===== src/rtl/pdm_sample_packer_if.sv =====
// Capture-side bundle of the PDM sample packer: enable and mic data in,
// generated mic clock and packed RAM word out.
interface pdm_sample_packer_if #(
  parameter int SAMPLE_W = 8
);
  logic                    count_en;
  logic                    micData;
  logic                    mic_clk;
  logic [4*SAMPLE_W-1:0]   ram_data;
  logic                    ram_wr;

  // The packer drives the mic clock and the RAM word.
  modport master (
    input  count_en,
    input  micData,
    output mic_clk,
    output ram_data,
    output ram_wr
  );

  // The control FSM / microphone side.
  modport slave (
    output count_en,
    output micData,
    input  mic_clk,
    input  ram_data,
    input  ram_wr
  );
endinterface


===== src/rtl/pdm_sample_packer.sv =====
// PDM front end: divides clk down to the microphone clock, counts ones in the
// bitstream over a CLOCKS-bit window to form one sample, and packs four
// samples (lane 0 in the LSBs) into a RAM word with a one-cycle write strobe.
module pdm_sample_packer #(
  parameter int MIC_DIV  = 42,
  parameter int CLOCKS   = 240,
  parameter int COUNT_W  = 8,
  parameter int SAMPLE_W = 8
) (
  input logic                 clk,
  input logic                 rst,
  pdm_sample_packer_if.master bus
);

  localparam int                 DIV_W    = $clog2(MIC_DIV);
  localparam logic [DIV_W-1:0]   DIV_LAST = DIV_W'(MIC_DIV - 1);
  localparam logic [DIV_W-1:0]   DIV_HALF = DIV_W'(MIC_DIV / 2);
  localparam logic [COUNT_W-1:0] BIT_LAST = COUNT_W'(CLOCKS - 1);

  // A single-cycle drop of count_en parks in HOLD and keeps the partial
  // sample; a second consecutive low cycle falls back to IDLE and clears it.
  typedef enum logic [1:0] {
    IDLE = 2'd0,
    RUN  = 2'd1,
    HOLD = 2'd2
  } state_t;

  state_t                       state;
  state_t                       state_next;
  logic [DIV_W-1:0]             div;
  logic [DIV_W-1:0]             div_next;
  logic                         strobe;
  logic                         counted;
  logic                         window_end;
  logic                         word_end;
  logic [COUNT_W-1:0]           bit_cnt;
  logic [SAMPLE_W-1:0]          ones_cnt;
  logic [SAMPLE_W:0]            ones_inc;
  logic [SAMPLE_W-1:0]          ones_sat;
  logic [1:0]                   lane;
  logic [2:0][SAMPLE_W-1:0]     lanes;

  assign div_next = (div == DIV_LAST) ? '0 : div + DIV_W'(1);

  // The bit strobe is the last clk of the mic_clk low phase, so micData has
  // had the whole low half-period to settle.
  assign strobe     = (div == DIV_LAST);
  assign counted    = strobe && (state == RUN) && bus.count_en;
  assign window_end = counted && (bit_cnt == BIT_LAST);
  assign word_end   = window_end && (lane == 2'd3);

  // Ones count including the current bit, saturated to the sample width.
  assign ones_inc = {1'b0, ones_cnt} + {{SAMPLE_W{1'b0}}, bus.micData};
  assign ones_sat = ones_inc[SAMPLE_W] ? '1 : ones_inc[SAMPLE_W-1:0];

  // Free-running divider and registered 50% duty mic clock.
  // NOTE: every clocked register uses <= so all flops sample the same
  // pre-edge values; a blocking = here would create order-dependent races.
  always_ff @(posedge clk or negedge rst) begin
    if (!rst) begin
      div         <= '0;
      bus.mic_clk <= 1'b0;
    end else begin
      div         <= div_next;
      bus.mic_clk <= (div_next < DIV_HALF);
    end
  end

  // Capture state register.
  always_ff @(posedge clk or negedge rst) begin
    if (!rst) begin
      state <= IDLE;
    end else begin
      state <= state_next;
    end
  end

  // Next-state logic driven purely by count_en.
  // NOTE: state_next gets a default before the case so no path leaves it
  // unassigned; otherwise synthesis would infer a latch.
  always_comb begin
    state_next = state;
    unique case (state)
      IDLE:    if (bus.count_en) state_next = RUN;
      RUN:     if (!bus.count_en) state_next = HOLD;
      HOLD:    state_next = bus.count_en ? RUN : IDLE;
      default: state_next = IDLE;
    endcase
  end

  // Window bit count, ones count and lane bookkeeping; zeroed whenever the
  // machine is (or is about to be) idle so no stale partial survives.
  // NOTE: the lane buffer is reset only for deterministic startup; it is not
  // cleared on IDLE because a word always rewrites lanes 0..2 before use.
  always_ff @(posedge clk or negedge rst) begin
    if (!rst) begin
      bit_cnt  <= '0;
      ones_cnt <= '0;
      lane     <= '0;
      lanes    <= '0;
    end else if (state_next == IDLE) begin
      bit_cnt  <= '0;
      ones_cnt <= '0;
      lane     <= '0;
    end else if (counted) begin
      if (window_end) begin
        bit_cnt  <= '0;
        ones_cnt <= '0;
        lane     <= lane + 2'd1;
        for (int i = 0; i < 3; i++) begin
          if (lane == 2'(i)) lanes[i] <= ones_sat;
        end
      end else begin
        bit_cnt  <= bit_cnt + COUNT_W'(1);
        ones_cnt <= ones_sat;
      end
    end
  end

  // Word output: lane 3 goes straight from the count into the MSBs, and the
  // strobe lasts exactly the one cycle after the completing bit.
  always_ff @(posedge clk or negedge rst) begin
    if (!rst) begin
      bus.ram_wr   <= 1'b0;
      bus.ram_data <= '0;
    end else begin
      bus.ram_wr <= word_end;
      if (word_end) begin
        bus.ram_data <= {ones_sat, lanes};
      end
    end
  end

endmodule


===== src/flat_wrapper.sv =====
// flat-port wrapper written by rule: the top's interface ports become plain ports
module pdm_sample_packer_flat 
#(
  parameter int MIC_DIV  = 42,
  parameter int CLOCKS   = 240,
  parameter int COUNT_W  = 8,
  parameter int SAMPLE_W = 8
)
  (clk, rst, bus_count_en, bus_micData, bus_mic_clk, bus_ram_data, bus_ram_wr);
  pdm_sample_packer_if #(.SAMPLE_W(SAMPLE_W)) bus_i ();
  input logic clk;
  input logic rst;
  input wire logic [$bits(bus_i.count_en)-1:0] bus_count_en;
  input wire logic [$bits(bus_i.micData)-1:0] bus_micData;
  output wire logic [$bits(bus_i.mic_clk)-1:0] bus_mic_clk;
  output wire logic [$bits(bus_i.ram_data)-1:0] bus_ram_data;
  output wire logic [$bits(bus_i.ram_wr)-1:0] bus_ram_wr;
  assign bus_i.count_en = bus_count_en;
  assign bus_i.micData = bus_micData;
  assign bus_mic_clk = bus_i.mic_clk;
  assign bus_ram_data = bus_i.ram_data;
  assign bus_ram_wr = bus_i.ram_wr;
  pdm_sample_packer #(.MIC_DIV(MIC_DIV), .CLOCKS(CLOCKS), .COUNT_W(COUNT_W), .SAMPLE_W(SAMPLE_W)) u_core (.clk(clk), .rst(rst), .bus(bus_i));
endmodule

===== config.mk =====
export PLATFORM = sky130hd
export DESIGN_NAME = pdm_sample_packer_flat
export DESIGN_NICKNAME = d
export VERILOG_FILES = /design/src/rtl/pdm_sample_packer_if.sv /design/src/rtl/pdm_sample_packer.sv /design/src/flat_wrapper.sv
export SDC_FILE = /design/constraint.sdc
export NUM_CORES = 1
export LEC_CHECK = 0
export ABC_AREA = 1
export ABC_CLOCK_PERIOD_IN_PS = 2100
export CORE_MARGIN = 2
export CORE_UTILIZATION = 40
export CTS_CLUSTER_DIAMETER = 80
export CTS_CLUSTER_SIZE = 20
export DETAILED_ROUTE_END_ITERATION = 16
export HOLD_SLACK_MARGIN = 0.1
export PLACE_DENSITY_LB_ADDON = 0.1
export SETUP_SLACK_MARGIN = 0.5
export SLEW_MARGIN = 10
export SYNTH_ARGS = -nofsm -noshare
export SYNTH_HDL_FRONTEND = slang
export SYNTH_SLANG_ARGS = --single-unit

===== constraint.sdc =====
create_clock -name clk -period 2.1 [get_ports clk]
set_clock_uncertainty 0.05 [all_clocks]
set_input_delay 0.21 -clock clk [delete_from_list [all_inputs] [get_ports clk]]
set_output_delay 0.21 -clock clk [all_outputs]
set_load 0.05 [all_outputs]

## After elaboration in Yosys (flattened, before gate mapping)

Index checks and enable logic that the tools add are counted.

| word-level totals | value |
|---|---|
| register bits | 84 |
| input port bits | 4 |
| output and inout port bits | 34 |

| operators by class | value |
|---|---|
| add/sub/neg operators | 4 |
| order comparisons | 1 |
| equal/unequal tests | 7 |
| mux-type cells | 15 |
| bitwise logic cells | 1 |
| reduce and logical (&&, ||, !) cells | 13 |

Operators by type and width:

| cell | number |
|---|---|
| 2-to-1 mux 8 bit | 7 |
| AND reduction 4 bit | 3 |
| 2-to-1 mux 2 bit | 5 |
| adder 8 x 1 -> 9 bit | 1 |
| adder 8 x 1 -> 8 bit, second input constant | 1 |
| equality test 8 bit, second input constant | 1 |
| adder 6 x 1 -> 6 bit, second input constant | 1 |
| equality test 2 bit, second input constant | 3 |
| equality test 6 bit, second input constant | 1 |
| zero test 2 bit | 3 |
| < comparator 6 x 5 -> 1 bit, second input constant | 1 |
| 2-to-1 mux 6 bit | 1 |
| one-hot mux 2 bit (3 select lines) | 1 |
| equality test 2 x 1 -> 1 bit, second input constant | 2 |
| logical AND 1 bit | 4 |
| nonzero test 2 bit | 2 |
| adder 2 x 1 -> 2 bit, second input constant | 1 |
| AND reduction 2 bit | 1 |
| 2-to-1 mux 1 bit | 1 |
| inverter 1 bit | 1 |

## Longest topological paths before layout

| logic depth | value |
|---|---|
| word-level depth | 7 |
| depth in mapped cells | 11 |

## Worst setup path after synthesis

OpenSTA, ideal clock, no wires.

| timing | value |
|---|---|
| path type | register to register |
| start | reg u_core.div[1] |
| end | reg u_core.lanes[10] in the netlist's numbering |
| data arrival time | 1.400 ns |
| data required time | 1.932 ns |
| path slack | 0.532 ns |
| cell stages (with the launch flop) | 11 |
| buffers on the path | 1 |
| period minus slack after synthesis | 1.568 ns |
| cells stage by stage | dfrtp_1 inv_1 ha_1 nand3_1 nor2_4 nand2_2 nor2_4 buf_4 nand2_2 nand2_1 nand2_1 |

| on the way | value |
|---|---|
| word-level cells in the longest chain between the ends | 5 |

Ends and longest elaborated chain:

| item | line | text |
|---|---|---|
| start: declaration | pdm_sample_packer.sv:30 | `logic [DIV_W-1:0] div;` |
| start signal: assignment | pdm_sample_packer.sv:64 | `div <= div_next;` |
| equality test 6 bit * | pdm_sample_packer.sv:47 | `assign strobe = (div == DIV_LAST);` |
| logical AND 1 bit * (2 in series) | pdm_sample_packer.sv:48 | `assign counted = strobe && (state == RUN) && bus.count_en;` |
| logical AND 1 bit | pdm_sample_packer.sv:49 | `assign window_end = counted && (bit_cnt == BIT_LAST);` |
| AND reduction 4 bit (no line) * | n/a |  |
| end signal: indexed assignment | pdm_sample_packer.sv:111 | `if (lane == 2'(i)) lanes[i] <= ones_sat;` |
| end: declaration | pdm_sample_packer.sv:41 | `logic [2:0][SAMPLE_W-1:0] lanes;` |

Mark *: on every way between the ends. The rest lies on a longest branch, timed or not.
A chain may end at the register's enable or synchronous reset.

## Final worst setup path

| timing | value |
|---|---|
| start | reg u_core.bit_cnt[1] |
| end | reg u_core.bus.ram_data[15] |

| on the way | value |
|---|---|
| word-level cells in the longest chain between the ends | 3 |

Ends and longest elaborated chain:

| item | line | text |
|---|---|---|
| start: declaration | pdm_sample_packer.sv:36 | `logic [COUNT_W-1:0] bit_cnt;` |
| start signal: assignment | pdm_sample_packer.sv:114 | `bit_cnt <= bit_cnt + COUNT_W'(1);` |
| equality test 8 bit | pdm_sample_packer.sv:49 |  |
| logical AND 1 bit | pdm_sample_packer.sv:49 |  |
| logical AND 1 bit | pdm_sample_packer.sv:50 | `assign word_end = window_end && (lane == 2'd3);` |
| end signal: assignment | pdm_sample_packer.sv:129 | `bus.ram_data <= {ones_sat, lanes};` |
| end: declaration | pdm_sample_packer_if.sv:17 | `output ram_data,` |

No other way between the ends.

==> metrics.md <==
| Metric | Value |
|---|---|
| Status | finished, final reports clean |
| Reg-to-reg startpoint | u_core.bit_cnt[1]$_DFFE_PN0P_ |
| Peak VDD IR | 0.260 mV |
| CP startpoint kind | flop |
| Mapped Cells | 460 |
| Adder-cell share of the synthesized area | 0.0296 |
| Crit path depth | 10 |
| Compound-cell area share of the yosys netlist | 0.0263 |
| Estimated wirelength of the detail-placed design | 5.89 mm |
| Die ar. | 10300 um2 |
| Clock buffer depth | 2 |
| Drt total wl | 10.1 mm |
| Post-Synthesis Cell Area | 3800 um2 |
| Top cell by count, worst path | nand2_4 |
| Critical path class | reg2reg |
| Arr. time, crit path | 2000 ps |
| Number of synthesized register bits | 84 |
| Row count | 35 |
| Place WS | -156 ps |
| Setup ws final | 311 ps |
| CTS tree | done |
| Routed WL per cell | 14.8 um |
| Crit path from | u_core.bit_cnt[1]$_DFFE_PN0P_ |
| Final slew viol count | 0 |
| Initial Utilization | 0.412 |
| Die Wd | 102 um |
| WP data required | 2310 ps |
| First-pass iteration count of the detailed router | 4 |
| Synthesized net count | 473 |
| Reg area | 2100 um2 |
| RSZ-0062 raised after global routing | true |
| Worst-skew pair later-pin latency | 350 ps |
| Final GP Congestion | 0.795 |
| Actual slew at the worst max-slew pin | 506 ps |
| Synth-to-layout area growth | 49.1% |
| Avg Cell Area, Syn | 8.27 um2 |
| Root Driver | clkbuf_8 |
| Hold Path Class | in2async |
| Total grt overflow | 0 |
| I/O pins | 38 |
| Worst path bufs/invs | 2 |
| Synth unique cells | 24 |
| Nets | 559 |
| Register area share after synthesis | 0.553 |
| FILL cells | 822 |
| Max incr delay on CP | 380 ps |
| Post-DR vias/cell | 4.77 |
| Leak | 3.02 nW |
| Gr usage total | 0.202 |
| CP max FO | 8 |
| Reg-to-reg slack, setup | 310 ps |
| Final Critical Period | 1790 ps |
| Highest clock rate | 559 MHz |
| Routed via count | 3246 |
| Power per cell area | 500 nW/um2 |
| Largest net degree at the start of global routing | 37 |
| CP cell instances | ha_2 > nand2_4 > nor2_4 > nand2_4 > nor2_4 > nand2_4 > buf_12 > clkbuf_16 > nand2_1 > nand2_1 |
| Power consumption | 2.83 mW |
| Most frequent cells in the layout | nand2_1, dfrtp_1, nand2_2 |
| Worst-path clk slew | 100 ps |
| Drt initial violations | 121 |
| Reg2reg end | u_core.bus.ram_data[15]$_DFFE_PN0P_ |
| Max transition margin | 0.664 |
| # Max-Cap Violations | 0 |
| First-pass GRT wire length | 16.2 mm |
| Clock sink count | 84 |
| Area of the multi-input gates | 2050 um2 |
| Post-synthesis mux area share | 0 |
| Final Hold Viols | 0 |
| Fin Hold WS | 271 ps |
| Slowest CP cell | dfrtp_1 |
| Post-synthesis xor/xnor area fraction | 0.00461 |
| Core area | 9240 um2 |
| Cell Count, Final, Fillers Out | 680 |
| CP endpoint kind | flop |
| Placed insts | 629 |
| Yosys warning total | 0 |
| Most common cell after layout, fill and taps aside | nand2_1 |
| Num CTS Buffers | 9 |
| Setup violators final | 0 |
| Share of cells above drive strength 1 | 0.363 |
| Antenna-violating nets left | 0 |
| Period utilisation layout | 0.852 |
| Post-synthesis simple-gate area fraction | 0.327 |
| Worst reg2reg path depth | 10 |
| Vias in the first global route | 3223 |
| H-tree Lvls | 3 |
| DRC Markers | 0 |
| Antenna violations before repair | 0 |
| Port bufs | 37 |
| Top delay family on crit path | simple AND/OR/NAND/NOR gates |
| Largest family of logic cells by synthesized area | simple AND/OR/NAND/NOR gates |
| Chip Height | 102 um |
| Antenna diodes | 0 |
-- kinds of logic (layout without fill, tap and decap cells) --
| family | after synthesis | in the layout |
|---|---|---|
| XOR/XNOR | 2 | 2 |
| AND/OR/NAND/NOR | 297 | 297 |
| buffers and inverters | 51 | 142 |
| flip-flops | 84 | 84 |
| adder cells (fa/ha/maj) | 9 | 9 |
| AO/OA/AOI/OAI | 17 | 17 |
-- synth_stat cells, drive strengths merged --
cell,count,area share
nand2,216,0.22
dfrtp,84,0.55
nand3,46,0.061
inv,40,0.039
nor2,27,0.037
o21ai,12,0.019
buf,10,0.019
ha,9,0.030
a21oi,3,0.0039
nand4,3,0.0049
nor3,3,0.0039
xor2,2,0.0046
clkinv,1,0.0013
nand3b,1,0.0020
o211ai,1,0.0020
o22ai,1,0.0016
or2,1,0.0016
-- what timing repair did --
item,CTS,global route
hold endpoints to repair,35,0
resized for setup,129,104
setup buffers,17,10
setup endpoints to repair,105,75
gates cloned,5,2
hold buffers,1,0
pin swaps,25,41
-- worst register-to-register path, stage by stage (launching register included) --
cell and delay (ps):
dfrtp_1 380, ha_2 220, nand2_4 70, nor2_4 150, nand2_4 90, nor2_4 190
nand2_4 130, buf_12 160, clkbuf_16 160, nand2_1 60, nand2_1 40
-- how the worst max path moves through the flow --
stage | endpoint | slack [ps]
after floorplan | u_core.lanes[10]$_DFFE_PN0P_ | 530
after global placement | u_core.lanes[10]$_DFFE_PN0P_ | -100
after detailed placement | u_core.lanes[10]$_DFFE_PN0P_ | -160
after CTS | u_core.bus.ram_data[10]$_DFFE_PN0P_ | 270
after global routing | u_core.bus.ram_data[18]$_DFFE_PN0P_ | 210
final | u_core.bus.ram_data[15]$_DFFE_PN0P_ | 310
-- layer usage --
layer | GRT usage | share of wire
met1 | 0.289 | 0.49
met2 | 0.318 | 0.48
met3 | 0.0242 | 0.020
met4 | 0.0717 | 0.012
met5 | 0 | 0
-- report_power, final --
group / internal (mW) / leakage [nW] / switching [mW]
logic: 0.0394 / 1.78 / 0.0824
registers: 1.62 / 1.15 / 0.00191
clock network: 0.468 / 0.0811 / 0.625
total: 2.13 / 3.02 / 0.709
-- cell type report --
class | count | area share
flip-flops and latches | 84 | 0.371
clock buffers | 10 | 0.0243
well taps | 129 | 0.0285
inverters | 41 | 0.0307
repair buffers | 85 | 0.176
clock inverters | 6 | 0.00838
multi-input cells | 325 | 0.361
-- flip-flops by register name, summed over array words and instances, names as in the netlist --
signal               cells
u_core.bus.ram_data     32
u_core.bus.ram_wr        1
u_core.bit_cnt           8
u_core.state             2
u_core.bus.mic_clk       1
u_core.div               6
u_core.lanes            24
u_core.ones_cnt          8
u_core.lane              2
-- metrics by stage --
step / util / cell area, um2 / setup TNS (ps)
finish: 0.614 / 5670 / 0
global route: 0.614 / 5670 / 0
CTS: 0.561 / 5180 / 0
detailed placement: 0.474 / 4380 / -628
global placement: 0.474 / 4380 / -358
floorplan: - / 3800 / 0
Power figures use the tool's default switching activity.
